## src/rtl/udp_tx_arb_pkg.sv

```systemverilog
// Shared types and constants for the UDP transmit arbiter: FSM encoding,
// requester indices and the default length/timeout limits.
package udp_tx_arb_pkg;

  typedef enum logic [1:0] {
    ST_IDLE     = 2'd0,
    ST_WAIT_FD  = 2'd1,
    ST_WAIT_REL = 2'd2
  } state_e;

  localparam int unsigned NUM_REQ = 3;

  localparam logic [1:0] REQ_ADC  = 2'd0;
  localparam logic [1:0] REQ_CMD  = 2'd1;
  localparam logic [1:0] REQ_STAT = 2'd2;

  localparam logic [11:0] DEF_MAX_LEN = 12'd1472;
  localparam logic [15:0] DEF_TIMEOUT = 16'd50000;

  // Round-robin successor over the three requesters (2 wraps to 0).
  function automatic logic [1:0] next_idx(input logic [1:0] idx);
    return (idx >= REQ_STAT) ? REQ_ADC : idx + 2'd1;
  endfunction

  function automatic logic [2:0] idx_to_onehot(input logic [1:0] idx);
    logic [2:0] oh;
    oh = 3'b000;
    case (idx)
      REQ_CMD:  oh = 3'b010;
      REQ_STAT: oh = 3'b100;
      default:  oh = 3'b001;
    endcase
    return oh;
  endfunction

endpackage

```

## src/rtl/udp_tx_arb_rr_pick.sv

```systemverilog
// Combinational round-robin picker: searches the three request lines starting
// one past the last winner and reports the first one found.
module rr_pick
  import udp_tx_arb_pkg::*;
(
  input  logic [2:0] req,
  input  logic [1:0] ptr,
  output logic       valid,
  output logic [1:0] winner
);

  logic [1:0] cand;

  always_comb begin
    // NOTE: every output of a combinational block gets a default first so no latch is inferred.
    valid  = 1'b0;
    winner = REQ_ADC;
    cand   = next_idx(ptr);
    for (int k = 0; k < NUM_REQ; k++) begin
      if (!valid && req[cand]) begin
        valid  = 1'b1;
        winner = cand;
      end
      cand = next_idx(cand);
    end
  end

endmodule

```

## src/rtl/udp_tx_arb.sv

```systemverilog
// Arbitrates three UDP payload sources onto a single MAC transmitter using a
// fs/fd handshake, with length screening and a bounded wait for fd.
module udp_tx_arb
  import udp_tx_arb_pkg::*;
#(
  parameter logic [15:0] TIMEOUT = DEF_TIMEOUT,
  parameter logic [11:0] MAX_LEN = DEF_MAX_LEN
) (
  input  logic        clk,
  input  logic        rst,
  input  logic [2:0]  req,
  input  logic [35:0] req_len,
  output logic [2:0]  gnt,
  output logic [2:0]  done,
  output logic [1:0]  sel,
  output logic        fs_udp_tx,
  input  logic        fd_udp_tx,
  output logic [11:0] udp_tx_len,
  output logic        busy,
  output logic        err_to,
  output logic        err_len,
  output logic [15:0] tx_cnt
);

  state_e      state_q, state_d;
  logic [2:0]  gnt_q, gnt_d;
  logic [2:0]  done_q, done_d;
  logic [1:0]  sel_q, sel_d;
  logic [1:0]  ptr_q, ptr_d;
  logic        fs_q, fs_d;
  logic [11:0] len_q, len_d;
  logic        err_to_q, err_to_d;
  logic        err_len_q, err_len_d;
  logic [15:0] tx_cnt_q, tx_cnt_d;
  logic [15:0] to_cnt_q, to_cnt_d;
  logic        timed_out_q, timed_out_d;

  logic        pick_valid;
  logic [1:0]  pick_idx;
  logic [11:0] win_len;
  logic        len_bad;

  rr_pick u_rr_pick (
    .req    (req),
    .ptr    (ptr_q),
    .valid  (pick_valid),
    .winner (pick_idx)
  );

  always_comb begin
    case (pick_idx)
      REQ_CMD:  win_len = req_len[23:12];
      REQ_STAT: win_len = req_len[35:24];
      default:  win_len = req_len[11:0];
    endcase
  end

  assign len_bad = (win_len == 12'd0) || (win_len > MAX_LEN);

  always_comb begin
    state_d     = state_q;
    gnt_d       = gnt_q;
    sel_d       = sel_q;
    ptr_d       = ptr_q;
    fs_d        = fs_q;
    len_d       = len_q;
    tx_cnt_d    = tx_cnt_q;
    to_cnt_d    = to_cnt_q;
    timed_out_d = timed_out_q;
    done_d      = 3'b000;
    err_to_d    = 1'b0;
    err_len_d   = 1'b0;

    case (state_q)
      ST_IDLE: begin
        if (pick_valid) begin
          ptr_d = pick_idx;
          if (len_bad) begin
            // Rejected lengths complete immediately without touching the MAC.
            done_d    = idx_to_onehot(pick_idx);
            err_len_d = 1'b1;
          end else begin
            gnt_d       = idx_to_onehot(pick_idx);
            sel_d       = pick_idx;
            len_d       = win_len;
            fs_d        = 1'b1;
            to_cnt_d    = 16'd0;
            timed_out_d = 1'b0;
            state_d     = ST_WAIT_FD;
          end
        end
      end

      ST_WAIT_FD: begin
        to_cnt_d = to_cnt_q + 16'd1;
        if (fd_udp_tx) begin
          fs_d    = 1'b0;
          state_d = ST_WAIT_REL;
        end else if (to_cnt_q == TIMEOUT - 16'd1) begin
          fs_d        = 1'b0;
          err_to_d    = 1'b1;
          timed_out_d = 1'b1;
          state_d     = ST_WAIT_REL;
        end
      end

      ST_WAIT_REL: begin
        if (!fd_udp_tx) begin
          done_d  = gnt_q;
          gnt_d   = 3'b000;
          state_d = ST_IDLE;
          if (!timed_out_q) tx_cnt_d = tx_cnt_q + 16'd1;
        end
      end

      default: begin
        state_d = ST_IDLE;
        gnt_d   = 3'b000;
        fs_d    = 1'b0;
      end
    endcase
  end

  // NOTE: sequential state uses non-blocking assignments so all registers update together at the edge.
  always_ff @(posedge clk) begin
    if (rst) begin
      state_q     <= ST_IDLE;
      gnt_q       <= 3'b000;
      done_q      <= 3'b000;
      sel_q       <= 2'd0;
      ptr_q       <= REQ_STAT;
      fs_q        <= 1'b0;
      len_q       <= 12'd0;
      err_to_q    <= 1'b0;
      err_len_q   <= 1'b0;
      tx_cnt_q    <= 16'd0;
      to_cnt_q    <= 16'd0;
      timed_out_q <= 1'b0;
    end else begin
      state_q     <= state_d;
      gnt_q       <= gnt_d;
      done_q      <= done_d;
      sel_q       <= sel_d;
      ptr_q       <= ptr_d;
      fs_q        <= fs_d;
      len_q       <= len_d;
      err_to_q    <= err_to_d;
      err_len_q   <= err_len_d;
      tx_cnt_q    <= tx_cnt_d;
      to_cnt_q    <= to_cnt_d;
      timed_out_q <= timed_out_d;
    end
  end

  assign gnt        = gnt_q;
  assign done       = done_q;
  assign sel        = sel_q;
  assign fs_udp_tx  = fs_q;
  assign udp_tx_len = len_q;
  assign busy       = (state_q != ST_IDLE);
  assign err_to     = err_to_q;
  assign err_len    = err_len_q;
  assign tx_cnt     = tx_cnt_q;

endmodule

```

## config.mk

```make
export PLATFORM = sky130hd
export DESIGN_NAME = udp_tx_arb
export DESIGN_NICKNAME = d
export VERILOG_FILES = /design/src/rtl/udp_tx_arb_pkg.sv /design/src/rtl/udp_tx_arb_rr_pick.sv /design/src/rtl/udp_tx_arb.sv
export SDC_FILE = /design/constraint.sdc
export NUM_CORES = 1
export LEC_CHECK = 0
export BUFFER_PORTS_ARGS = -buffer_cell sky130_fd_sc_hd__clkbuf_2
export CAP_MARGIN = 20
export CORE_ASPECT_RATIO = 1.1
export CORE_UTILIZATION = 50
export DETAILED_ROUTE_END_ITERATION = 8
export HOLD_SLACK_MARGIN = 0.06
export PLACE_DENSITY_LB_ADDON = 0.15
export SKIP_CTS_REPAIR_TIMING = 1
export SYNTH_ARGS = -nofsm -noshare
export SYNTH_HDL_FRONTEND = slang
export SYNTH_SLANG_ARGS = --single-unit
```

## constraint.sdc

```tcl
create_clock -name clk -period 4.05 [get_ports clk]
set_input_delay 0 -clock clk [delete_from_list [all_inputs] [get_ports clk]]
set_output_delay 0 -clock clk [all_outputs]
set_load 0.02 [all_outputs]
```

# After elaboration in Yosys (flattened, before gate mapping)
# Index checks and enable logic that the tools add are counted.
dict set report totals {
  ff_bits 60
  in_bits 42
  output_inout_bits 40
  elab_cells 107
}
dict set report classes {
  addsub 5
  order_cmp 7
  eq_ne 11
  muxes 46
  n_bitwise 7
  reduce_logical 19
}
# op count
set ops {}
lappend ops {{$add A16 B1 Y16 const B} 2}
lappend ops {{$mux W16} 2}
lappend ops {{$pmux W16 S2} 1}
lappend ops {{$pmux W12 S2} 1}
lappend ops {{$mux W2} 11}
lappend ops {{$mux W3} 6}
lappend ops {{$eq A16 B16 Y1 const B} 1}
lappend ops {{$mux W1} 16}
lappend ops {{$gt A12 B11 Y1 const B} 1}
lappend ops {{$logic_not A12 Y1} 1}
lappend ops {{$pmux W3 S2} 2}
lappend ops {{$reduce_and A4 Y1} 3}
lappend ops {{$ne A2 B2 Y1 const B} 5}
lappend ops {{$lt A2 B3 Y1 const B} 3}
lappend ops {{$pmux W3 S3} 1}
lappend ops {{$reduce_and A3 Y1} 3}
lappend ops {{$not A1 Y1} 7}
lappend ops {{$add A2 B1 Y2 const B} 3}
lappend ops {{$bmux W1 S2} 3}
lappend ops {{$ge A2 B2 Y1 const B} 3}
lappend ops {{$pmux W2 S3} 1}
lappend ops {{$reduce_or A3 Y1} 2}
lappend ops {{$reduce_and A5 Y1} 1}
lappend ops {{$eq A2 B1 Y1 const B} 2}
lappend ops {{other kinds (10)} 14}

# Longest topological paths before layout
# Gate-level depths: netlist of the first run.
dict set report depth {
  ltp_word 18
  mapped_depth 13
  depth_no_buf 11
}

# Modules after synthesis
# A second synthesis of the first run with hierarchy kept.
dict set report hier_totals {
  cells_unflattened 372
  area_unflattened_um2 3051.7
}
# mod instances cells_per_inst area_per_inst_um2 seq_area_each_um2
set modules_own_cells {}
lappend modules_own_cells {udp_tx_arb 1 364 3001.6 1201.2}
lappend modules_own_cells {rr_pick 1 8 50.0 0.0}

# Worst setup path after synthesis of the first run
# OpenSTA, ideal clock, no wires.
dict set report synth_timing {
  path_kind {flip-flop to flip-flop}
  startpoint {reg ptr_q[0]}
  endpoint {reg to_cnt_q[5]}
  setup_time_ns 0.078
  arrival_time_ns 2.744
  t_required_ns 3.972
  slack_ns 1.229
  stages_incl_launch_ff 13
  path_buffers 1
  period_less_slack_ns 2.821
  cell_sequence {dfxtp_1 -> inv_1 -> a21oi_1 -> o21ai_0 -> inv_1 -> ha_1 -> buf_2 -> a221oi_1 -> o22ai_1 -> nor4_4 -> mux2_4 -> o311a_1 -> nor3_1}
}
dict set report synth_via {
  elab_chain_len 17
  elab_cells_between_ends 34
  cone_classes {add/sub: 3; order compare: 4; eq/ne: 4; mux: 16; reduce/logical: 7}
}
# element line_no
set synth_rtl {}
lappend synth_rtl {{from (decl)} udp_tx_arb.sv:29} ;# logic [1:0] ptr_q, ptr_d;
lappend synth_rtl {{from (signal assigned)} udp_tx_arb.sv:144} ;# ptr_q <= ptr_d;
lappend synth_rtl {{$add A2 B1 Y2 / $ge A2 B2 Y1 (equally long branches)} udp_tx_arb_pkg.sv:22} ;# return (idx >= REQ_STAT) ? REQ_ADC : idx + 2'd1;
lappend synth_rtl {{$mux W2 *} udp_tx_arb_pkg.sv:22}
lappend synth_rtl {{branches (longest 8 deep; another with $add A2 B1 Y2)} -}
lappend synth_rtl {{$mux W2 *} udp_tx_arb_rr_pick.sv:20} ;# if (!valid && req[cand]) begin
lappend synth_rtl {{named net pick_idx[1]} udp_tx_arb.sv:39} ;# logic [1:0] pick_idx;
lappend synth_rtl {{$eq A2 B2 Y1 / $eq A2 B1 Y1 (equally long branches)} udp_tx_arb.sv:51} ;# case (pick_idx)
lappend synth_rtl {{$pmux W12 S2 *} udp_tx_arb.sv:51}
lappend synth_rtl {{$gt A12 B11 Y1 / $logic_not A12 Y1 (equally long branches)} udp_tx_arb.sv:58} ;# assign len_bad = (win_len == 12'd0) || (win_len > MAX_LEN);
lappend synth_rtl {{$logic_or A1 B1 Y1 *} udp_tx_arb.sv:58}
lappend synth_rtl {{$ne A2 B2 Y1 (no source line) *} -}
lappend synth_rtl {{$reduce_and A3 Y1 (no source line) *} -}
lappend synth_rtl {{to (signal assigned)} udp_tx_arb.sv:150} ;# to_cnt_q <= to_cnt_d;
lappend synth_rtl {{to (decl)} udp_tx_arb.sv:35} ;# logic [15:0] to_cnt_q, to_cnt_d;
# Mark *: on every way through the listed nets, which the timed path passes. The select of a mux whose other input is x is not followed.
# A chain may end at the register's enable or synchronous reset.

# Worst setup path after layout of the first run
dict set report layout_timing {
  startpoint {reg ptr_q[1]}
  endpoint {reg len_q[11], in the netlist udp_tx_len[11]}
}
dict set report layout_via {
  elab_chain_len 17
  elab_cells_between_ends 33
  cone_classes {add/sub: 3; order compare: 4; eq/ne: 2; mux: 16; bitwise: 1; reduce/logical: 7}
}
# element line_no
set layout_rtl {}
lappend layout_rtl {{$add A2 B1 Y2 / $ge A2 B2 Y1 (equally long branches)} udp_tx_arb_pkg.sv:22}
lappend layout_rtl {{$mux W2 *} udp_tx_arb_pkg.sv:22}
lappend layout_rtl {{branches (longest 8 deep; another with $add A2 B1 Y2)} -}
lappend layout_rtl {{$mux W2 *} udp_tx_arb_rr_pick.sv:20}
lappend layout_rtl {{named net pick_idx[1]} udp_tx_arb.sv:39}
lappend layout_rtl {{$eq A2 B2 Y1 / $eq A2 B1 Y1 (equally long branches)} udp_tx_arb.sv:51}
lappend layout_rtl {{$pmux W12 S2 *} udp_tx_arb.sv:51}
lappend layout_rtl {{$gt A12 B11 Y1 / $logic_not A12 Y1 (equally long branches)} udp_tx_arb.sv:58}
lappend layout_rtl {{$logic_or A1 B1 Y1} udp_tx_arb.sv:58}
lappend layout_rtl {{$not A1 Y1 (no source line)} -}
lappend layout_rtl {{$reduce_and A3 Y1 (no source line)} -}
lappend layout_rtl {{to (signal assigned)} udp_tx_arb.sv:146} ;# len_q <= len_d;
lappend layout_rtl {{to (decl)} udp_tx_arb.sv:31} ;# logic [11:0] len_q, len_d;
# Marks and branches as above.

==> impl_metrics.env, run 1 <==
export IMPL_crit_fanout=26
export IMPL_vias=2876
export IMPL_tns_ns=0
export IMPL_endpoint_kind="flip-flop"
export IMPL_clk_path_buf_depth=2
export IMPL_tightest_slew_ns=0.712
export IMPL_cap_violations=0
export IMPL_p_leak_uw=0.00157
export IMPL_h_tree_depth=3
export IMPL_grtUsageTotal=0.242
export IMPL_cellPowerDensity_nw_per_um2=509
export IMPL_cts_buffers=9
export IMPL_min_period_over_period=0.899
export IMPL_arrival_ns=3.92
export IMPL_finalCriticalPeriod_ns=3.64
export IMPL_syn_area_um2=3060
export IMPL_antenna_found_initial=0
export IMPL_layout_drive_gt1_share=0.261
export IMPL_ys_async_sr_fraction=0
export IMPL_cp_start_kind="flip-flop"
export IMPL_synth_nets=401
export IMPL_yosys_cell_count_top_type="dfxtp_1"
export IMPL_fp_dieH_um=84.0
export IMPL_slew_headroom=0.525
export IMPL_drc=0
export IMPL_root_buffer="clkbuf_8"
export IMPL_io_buffers=81
export IMPL_vias_per_cell=5.61
export IMPL_synth_edf_count=0
export IMPL_slew_violations=0
export IMPL_core_region_area_um2=5840
export IMPL_rsz0062_at_grt="no"
export IMPL_cp_required_ns=4.33
export IMPL_drt_total_wl_um=7490
export IMPL_path_class="reg2reg"
export IMPL_seq_area_frac_synth=0.393
export IMPL_first_iter_violations=162
export IMPL_crit_buf_inv=1
export IMPL_synth_avg_cell_area_um2=8.61
export IMPL_dieArea_um2=6430
export IMPL_path_clk_slew_ns=0.06
export IMPL_diodes=0
export IMPL_outcome="finished clean"
export IMPL_netlist_top_cells_area="dfxtp_1 (39%), a21oi_1 (4.1%), xor2_1 (4.0%)"
export IMPL_cp_slowest_cell="ha_1"
export IMPL_grt_pass1_vias=2568
export IMPL_path_delay_family="compound AO/OA/AOI/OAI gates"
export IMPL_grt_ovfl_total=0
export IMPL_gp_congestion=0.858
export IMPL_first_pass_iters=4
export IMPL_dpl_cell_count=496
export IMPL_fp_row_count=29
export IMPL_r2r_slack_ns=0.41
export IMPL_ios=82
export IMPL_cp_cell_sequence="a21oi_1 -> o21ai_0 -> inv_1 -> ha_1 -> nor2b_1 -> o22ai_1 -> nor4_4 -> mux2_4 -> o21ai_2 -> and3_1"
export IMPL_route_antenna_remaining_nets=0
export IMPL_ys_ff_latch=60
export IMPL_critPathMaxStageDelay_ns=0.77
export IMPL_hold_viol=0
export IMPL_grt_pass1_wl_um=12400
export IMPL_post_dp_hpwl_um=5230
export IMPL_synth_warnings=0
export IMPL_syn_inst=355
export IMPL_synth_distinct_cells=53
export IMPL_synth_commonest_cells="dfxtp_1 (60), nor2_1 (31), nand2_1 (30)"
export IMPL_fin_worst_skew_ns=0.00796
export IMPL_final_cells=513
export IMPL_fp_dieW_um=76.6
export IMPL_hp_class="in2reg"
export IMPL_setup_viol=0
export IMPL_peakVddDrop_mv=0.253
export IMPL_max_freq_mhz=275
export IMPL_routedWlPerCell_um=14.6
export IMPL_ys_flop_type="dfxtp_1"
export IMPL_cts_tree="built"
export IMPL_area_growth_pct=22.7
export IMPL_cts_sinks=60
export IMPL_netlist_area_leader_share=0.393
export IMPL_netlist_top_cell_by_area="dfxtp_1"
export IMPL_nNetsFinal=477
export IMPL_grt_max_degree=47
export IMPL_clk_latency_ns=0.34
export IMPL_initial_core_util=0.523
## worst min-delay path, stage by stage
cell,delay (ns)
clkbuf_2,0.10
o21ai_0,0.17
o211ai_1,0.12
## cells by family after synthesis
family                   Yosys count  share of synthesized area
flip-flops                        60                      0.393
adder cells (fa/ha/maj)            4                     0.0164
buffers and inverters             30                     0.0426
multiplexers                       4                     0.0188
AND/OR/NAND/NOR                  148                      0.259
XOR/XNOR                          22                     0.0630
AO/OA/AOI/OAI                     87                      0.208
## routing by layer
metal  vias to the layer above  part of all wire  global-route usage
li1                       1453                 -                   -
met1                      1330              0.46               0.308
met2                        82              0.48               0.396
met3                        11             0.048              0.0568
met4                         0             0.016              0.0927
met5                         -                 0                   0
## where the power goes
group / switching [uW] / total [uW] / leakage (uW) / internal [uW]
sequential: 34.7 / 676 / 0.000486 / 641
clock: 237 / 679 / 0.000127 / 442
combinational: 362 / 556 / 0.000959 / 194
total: 634 / 1910 / 0.00157 / 1280
## final timing paths
check                                   start             end  cells after the start
worst min register to register  udp_tx_len[9]   udp_tx_len[9]                      2
worst min-delay path                   req[2]        ptr_q[1]                      3
worst max-delay path                 ptr_q[1]  udp_tx_len[11]                     10
worst max register to register       ptr_q[1]  udp_tx_len[11]                     10
## flip-flops by register name, indices dropped and copies added (netlist names)
name and flops:
sel 2, fs_udp_tx 1, udp_tx_len 12, ptr_q 2, timed_out_q 1, err_len 1
done 3, tx_cnt 16, gnt 3, err_to 1, to_cnt_q 16, state_q 2
## placed cells by master, fill, tap and decap left out, types with 6 or more instances in the layout
cell | synthesis | final
a21oi_1 | 25 | 25
a221oi_1 | 7 | 7
and3_1 | 16 | 16
clkbuf_2 | 0 | 81
clkbuf_8 | 0 | 11
dfxtp_1 | 60 | 60
inv_1 | 9 | 9
nand2_1 | 30 | 30
nand3_1 | 24 | 24
nand4_1 | 6 | 6
nor2_1 | 31 | 31
nor2b_1 | 12 | 12
o211ai_1 | 14 | 14
o21ai_0 | 6 | 6
xnor2_1 | 8 | 8
xor2_1 | 14 | 14
## metrics by stage
step	hold slack, ns	instance area (um2)	total power [uW]	worst slack [ns]	util
after floorplan	0.0888	3060	1090	1.23	-
after global placement	0.301	3490	1240	0.586	0.598
after detailed placement	0.300	3490	1240	0.516	0.598
after CTS	-0.0618	3740	1920	0.450	0.641
after global routing	0.103	3750	2010	0.0989	0.643
final	0.109	3750	1910	0.409	0.643
## area by class of cell
class,instances,area [um2]
clock buffer,12,155
clock inverter,4,95.1
fill,507,2090
inverter,9,33.8
multi-input combinational,265,1730
sequential,60,1200
tap,77,96.3
timing repair buffer,86,445
(Power assumes the default switching activity.)
==> inputs of run 2 (changes only) <==
--- a/config.mk
+++ b/config.mk
@@ -12,7 +12,7 @@
 export DETAILED_ROUTE_END_ITERATION = 8
 export HOLD_SLACK_MARGIN = 0.06
 export PLACE_DENSITY_LB_ADDON = 0.15
-export SKIP_CTS_REPAIR_TIMING = 1
+export REMOVE_ABC_BUFFERS = 1
 export SYNTH_ARGS = -nofsm -noshare
 export SYNTH_HDL_FRONTEND = slang
 export SYNTH_SLANG_ARGS = --single-unit
==> run 2 against run 1 <==
  * Final area shrank 1.6%
  * Critical path type unchanged
  * Utilization shrank 1.0 points
  * Wire length shrank 1.0%
==> impl_metrics.env, run 2 (synthesis results as in run 1) <==
export IMPL_outcome="finished clean"
export IMPL_post_cts_resized=0
export IMPL_fp_dieH_um=84.0
export IMPL_busiest_layer="met2"
export IMPL_crit_fanout=26
export IMPL_dieArea_um2=6430
export IMPL_setup_ws_ns=0.393
export IMPL_cts_tree="built"
export IMPL_final_common_cell="clkbuf_2"
export IMPL_p_total_uw=1760
export IMPL_cp_required_ns=4.33
export IMPL_grt_ovfl_total=0
export IMPL_tightest_slew_ns=0.739
export IMPL_rsz0062_at_grt="no"
export IMPL_drt_total_wl_um=7420
export IMPL_grt_pass1_vias=2734
export IMPL_final_core_util=0.632
export IMPL_grt_pass1_wl_um=12500
export IMPL_area_growth_pct=20.8
export IMPL_routedWlPerCell_um=14.5
export IMPL_fin_worst_skew_ns=0.00672
export IMPL_rr_worst_depth=10
export IMPL_antenna_found_initial=0
export IMPL_root_buffer="clkbuf_8"
export IMPL_use_met1=0.296
export IMPL_nNetsFinal=477
export IMPL_swShare=0.350
export IMPL_layout_common_cells="clkbuf_2 (81), dfxtp_1 (60), nor2_1 (31)"
export IMPL_holdCritStartpoint="req[2]"
export IMPL_r2r_end="to_cnt_q[7]"
export IMPL_endpoint_kind="flip-flop"
export IMPL_first_pass_iters=4
export IMPL_peakVddDrop_mv=0.208
export IMPL_initial_core_util=0.523
export IMPL_ios=82
export IMPL_fp_dieW_um=76.6
export IMPL_first_iter_violations=159
export IMPL_min_path_cells=3
export IMPL_path_clk_slew_ns=0.06
export IMPL_grt_max_degree=32
export IMPL_clk_latency_ns=0.34
export IMPL_hold_viol=0
export IMPL_cellPowerDensity_nw_per_um2=477
export IMPL_r2r_slack_ns=0.39
export IMPL_cap_violations=0
export IMPL_arrival_ns=3.93
export IMPL_io_buffers=81
export IMPL_setup_viol=0
export IMPL_internal_power_uw=1150
export IMPL_met2_usage=0.405
export IMPL_max_freq_mhz=273
export IMPL_vias=2919
export IMPL_tns_ns=0
export IMPL_seqPwrFrac=0.385
export IMPL_min_period_over_period=0.903
export IMPL_clk_path_buf_depth=2
export IMPL_final_cell_area_um2=3690
export IMPL_layout_drive_gt1_share=0.258
export IMPL_vias_per_cell=5.71
export IMPL_pre_cts_slack_ns=0.480
export IMPL_postPlaceCellArea_um2=3490
export IMPL_p_leak_uw=0.00154
export IMPL_grt_util_met3=0.0656
export IMPL_hp_class="in2reg"
export IMPL_power_switching_uw=616
export IMPL_drc=0
export IMPL_diodes=0
export IMPL_cts_buffers=9
export IMPL_post_dp_hpwl_um=5090
export IMPL_cts_sinks=60
export IMPL_path_class="reg2reg"
export IMPL_finalCriticalPeriod_ns=3.66
export IMPL_fp_row_count=29
export IMPL_post_cts_buffers=0
export IMPL_rr_startpoint="ptr_q[1]"
export IMPL_power_frac_comb=0.315
export IMPL_cp_start_kind="flip-flop"
export IMPL_route_antenna_remaining_nets=0
export IMPL_min_to="ptr_q[1]"
export IMPL_cts_hold_buf=1
export IMPL_slew_headroom=0.508
export IMPL_core_region_area_um2=5840
export IMPL_clkPwrFrac=0.300
export IMPL_h_tree_depth=3
export IMPL_slew_violations=0
export IMPL_grtUsageTotal=0.244
export IMPL_gp_congestion=0.910
==> run 2: per-layer routing <==
| layer | vias up | wire (um) |
|---|---|---|
| met5 | - | 0 |
| li1 | 1458 | - |
| met3 | 8 | 431 |
| met2 | 101 | 3550 |
| met1 | 1352 | 3330 |
| met4 | 0 | 102 |
==> run 2: worst max-delay path by stage <==
stage / slack [ns] / depth (start not counted) / to / from
floorplan: 0.96 / 11 / to_cnt_q[6] / ptr_q[0]
global placement: 0.61 / 11 / to_cnt_q[14] / ptr_q[0]
detailed placement: 0.48 / 10 / to_cnt_q[9] / ptr_q[1]
CTS: 0.44 / 10 / to_cnt_q[12] / ptr_q[1]
global route: 0.07 / 10 / to_cnt_q[12] / ptr_q[1]
finish: 0.39 / 10 / to_cnt_q[7] / ptr_q[1]
==> run 2: area by class of cell <==
cell class                      count  area, um2
Inverter                            9       33.8
Sequential cell                    60       1200
Clock buffer                       12        155
Clock inverter                      2       35.0
Fill cell                         513       2150
Tap cell                           77       96.3
Timing Repair Buffer               86        445
Multi-Input combinational cell    265       1730
==> run 2: power by group through the flow <==
stage	Sequential, uW	Clock (uW)	Combinational (uW)
final	679	529	554
after global routing	685	566	606
after CTS	677	538	552
after detailed placement	690	0	548
after global placement	689	0	544
after floorplan	733	0	331
==> run 2: critical path: stages, from the launching register on <==
cell and delay, ns:
dfxtp_1 0.37, a21oi_1 0.06, o21ai_0 0.33, inv_1 0.12, ha_1 0.59, a221oi_1 0.43
o22ai_1 0.17, nor4_4 0.41, mux2_4 0.44, o21ai_2 0.43, and3_1 0.23
==> run 2: through the flow <==
step | instances | hold slack (ns)
2_1_floorplan | 334 | 0.0691
3_3_place_gp | 496 | 0.333
3_5_place_dp | 496 | 0.328
4_1_cts | 511 | 0.0810
5_1_grt | 511 | 0.114
6_report | 511 | 0.100
==> inputs of run 3 (changes only) <==
--- a/config.mk
+++ b/config.mk
@@ -12,7 +12,9 @@
 export DETAILED_ROUTE_END_ITERATION = 8
 export HOLD_SLACK_MARGIN = 0.06
 export PLACE_DENSITY_LB_ADDON = 0.15
+export RECOVER_POWER = 100
 export REMOVE_ABC_BUFFERS = 1
 export SYNTH_ARGS = -nofsm -noshare
 export SYNTH_HDL_FRONTEND = slang
+export SYNTH_HIERARCHICAL = 1
 export SYNTH_SLANG_ARGS = --single-unit
==> run 3 against run 2 <==
  * Final area is 2.8% lower
  * Via count is essentially flat
  * Utilization decreased by 1.8 points
  * Register-to-register slack improved by 0.12 ns
  * Combinational power is 15% lower
  * Clock power fell by 7.2%
  * Area after synthesis down 0.20%
  * Synthesized cell count rose by 4.8%
  * Critical endpoint is now to_cnt_q[1]
  * Highest routed layer unchanged
==> impl_metrics.env, run 3 <==
export IMPL_outcome="finished clean"
export IMPL_ys_async_sr_fraction=0
export IMPL_yosys_cell_count_top_type="dfxtp_1"
export IMPL_synth_distinct_cells=52
export IMPL_path_class="reg2reg"
export IMPL_tightest_slew_ns=1.09
export IMPL_grt_pass1_vias=2660
export IMPL_pre_cts_slack_ns=0.644
export IMPL_gp_congestion=0.807
export IMPL_r2r_end="to_cnt_q[1]"
export IMPL_setup_ws_ns=0.515
export IMPL_min_period_over_period=0.873
export IMPL_io_buffers=81
export IMPL_dieArea_um2=6420
export IMPL_r2r_slack_ns=0.52
export IMPL_slew_headroom=0.261
export IMPL_cellPowerDensity_nw_per_um2=458
export IMPL_crit_fanout=33
export IMPL_grtUsageTotal=0.230
export IMPL_max_freq_mhz=283
export IMPL_tns_ns=0
export IMPL_cp_start_kind="flip-flop"
export IMPL_hold_viol=0
export IMPL_p_leak_uw=0.00132
export IMPL_finalCriticalPeriod_ns=3.53
export IMPL_endpoint_kind="flip-flop"
export IMPL_setup_viol=0
export IMPL_nNetsFinal=494
export IMPL_fp_dieW_um=76.5
export IMPL_routedWlPerCell_um=13.5
export IMPL_syn_area_um2=3050
export IMPL_cp_required_ns=4.30
export IMPL_h_tree_depth=3
export IMPL_syn_inst=372
export IMPL_diodes=0
export IMPL_vias_per_cell=5.50
export IMPL_cap_violations=0
export IMPL_drt_total_wl_um=7130
export IMPL_route_antenna_remaining_nets=0
export IMPL_netlist_top_cells_area="dfxtp_1 (39%), nand3_1 (4.8%), o21ai_1 (4.4%)"
export IMPL_antenna_found_initial=0
export IMPL_ios=82
export IMPL_first_iter_violations=157
export IMPL_grt_ovfl_total=0
export IMPL_synth_avg_cell_area_um2=8.20
export IMPL_fin_worst_skew_ns=0.00560
export IMPL_cts_tree="built"
export IMPL_rr_startpoint="ptr_q[1]"
export IMPL_seq_area_frac_synth=0.394
export IMPL_core_region_area_um2=5840
export IMPL_synth_commonest_cells="dfxtp_1 (60), nor2_1 (33), nand3_1 (29)"
export IMPL_post_cts_resized=0
export IMPL_area_growth_pct=17.6
export IMPL_ys_flop_type="dfxtp_1"
export IMPL_rr_worst_depth=11
export IMPL_drc=0
export IMPL_fp_row_count=29
export IMPL_clk_path_buf_depth=2
export IMPL_slew_violations=0
export IMPL_initial_core_util=0.522
export IMPL_cts_hold_buf=1
export IMPL_layout_common_cells="dfxtp_1 (60), clkbuf_1 (43), clkbuf_2 (41)"
export IMPL_layout_drive_gt1_share=0.141
export IMPL_clk_latency_ns=0.33
export IMPL_netlist_top_cell_by_area="dfxtp_1"
export IMPL_grt_pass1_wl_um=12100
export IMPL_vias=2917
export IMPL_post_cts_buffers=0
export IMPL_path_clk_slew_ns=0.06
export IMPL_netlist_area_leader_share=0.394
export IMPL_hp_class="in2reg"
export IMPL_cts_buffers=9
export IMPL_ys_ff_latch=60
export IMPL_fp_dieH_um=83.9
export IMPL_root_buffer="clkbuf_8"
export IMPL_cts_sinks=60
export IMPL_rsz0062_at_grt="no"
export IMPL_arrival_ns=3.78
export IMPL_grt_max_degree=54
export IMPL_peakVddDrop_mv=0.237
export IMPL_first_pass_iters=5
export IMPL_synth_edf_count=0
export IMPL_post_dp_hpwl_um=4940
export IMPL_final_common_cell="dfxtp_1"
export IMPL_synth_warnings=6
export IMPL_cp_endpoint="to_cnt_q[1]"
export IMPL_crit_path_start="ptr_q[1]"
-- run 3: how the worst min path moves through the flow --
stage	startpoint	end	slack (ns)	depth (start not counted)
after CTS	req_len[4]	udp_tx_len[4]	0.09	5
final	req_len[4]	udp_tx_len[4]	0.05	5
after global routing	req_len[1]	udp_tx_len[1]	0.13	5
after detailed placement	fd_udp_tx	state_q[1]	0.35	3
after global placement	fd_udp_tx	state_q[1]	0.36	3
after floorplan	rst	ptr_q[0]	0.07	1
-- run 3: per-layer routing --
layer,vias to the layer above,track usage,share of wire
met1,1306,0.291,0.45
met3,13,0.0415,0.062
li1,1494,-,-
met5,-,0,0
met2,104,0.379,0.47
met4,0,0.107,0.019
-- run 3: stage by stage --
step	util	instances	power (uW)	cell area [um2]	hold slack, ns
3_3_place_gp	0.594	513	1170	3470	0.357
4_1_cts	0.627	530	1680	3660	0.0939
6_report	0.614	530	1640	3590	0.0476
5_1_grt	0.614	530	1740	3590	0.135
2_1_floorplan	-	351	1020	2940	0.0691
3_5_place_dp	0.594	513	1190	3470	0.352
-- run 3: critical path, cell delays in order, from the launching register on --
cell and delay, ns:
dfxtp_1 0.35, nor2b_1 0.07, o2bb2ai_1 0.27, inv_1 0.08, ha_1 0.71, nor2b_1 0.25
o22ai_1 0.10, nor4_1 0.54, mux2i_2 0.26, buf_4 0.33, nor2_2 0.19, nor4_1 0.27
-- run 3: cell families (layout without fill, tap and decap cells) --
logic type / after synthesis / count (layout) / synth area share
xor gates and xnor gates: 19 / 19 / 0.0545
muxes: 6 / 6 / 0.0213
buffers and inverters: 29 / 110 / 0.0463
AOI/OAI and AO/OA: 90 / 90 / 0.182
and+or+nand+nor: 164 / 164 / 0.286
DFF: 60 / 60 / 0.394
adders and majority gates: 4 / 4 / 0.0164
-- run 3: final cells by class --
cell class,count,area (um2)
Clock buffer,15,176
Clock inverter,1,5.00
Fill cell,558,2250
Inverter,8,30.0
Multi-Input combinational cell,283,1690
Sequential cell,60,1200
Tap cell,77,96.3
Timing Repair Buffer,86,395
-- run 3: power breakdown --
| group | internal [uW] | switching [uW] | total [uW] |
|---|---|---|---|
| sequential | 644 | 36.2 | 680 |
| combinational | 157 | 316 | 473 |
| clock | 272 | 219 | 491 |
| total | 1070 | 571 | 1640 |
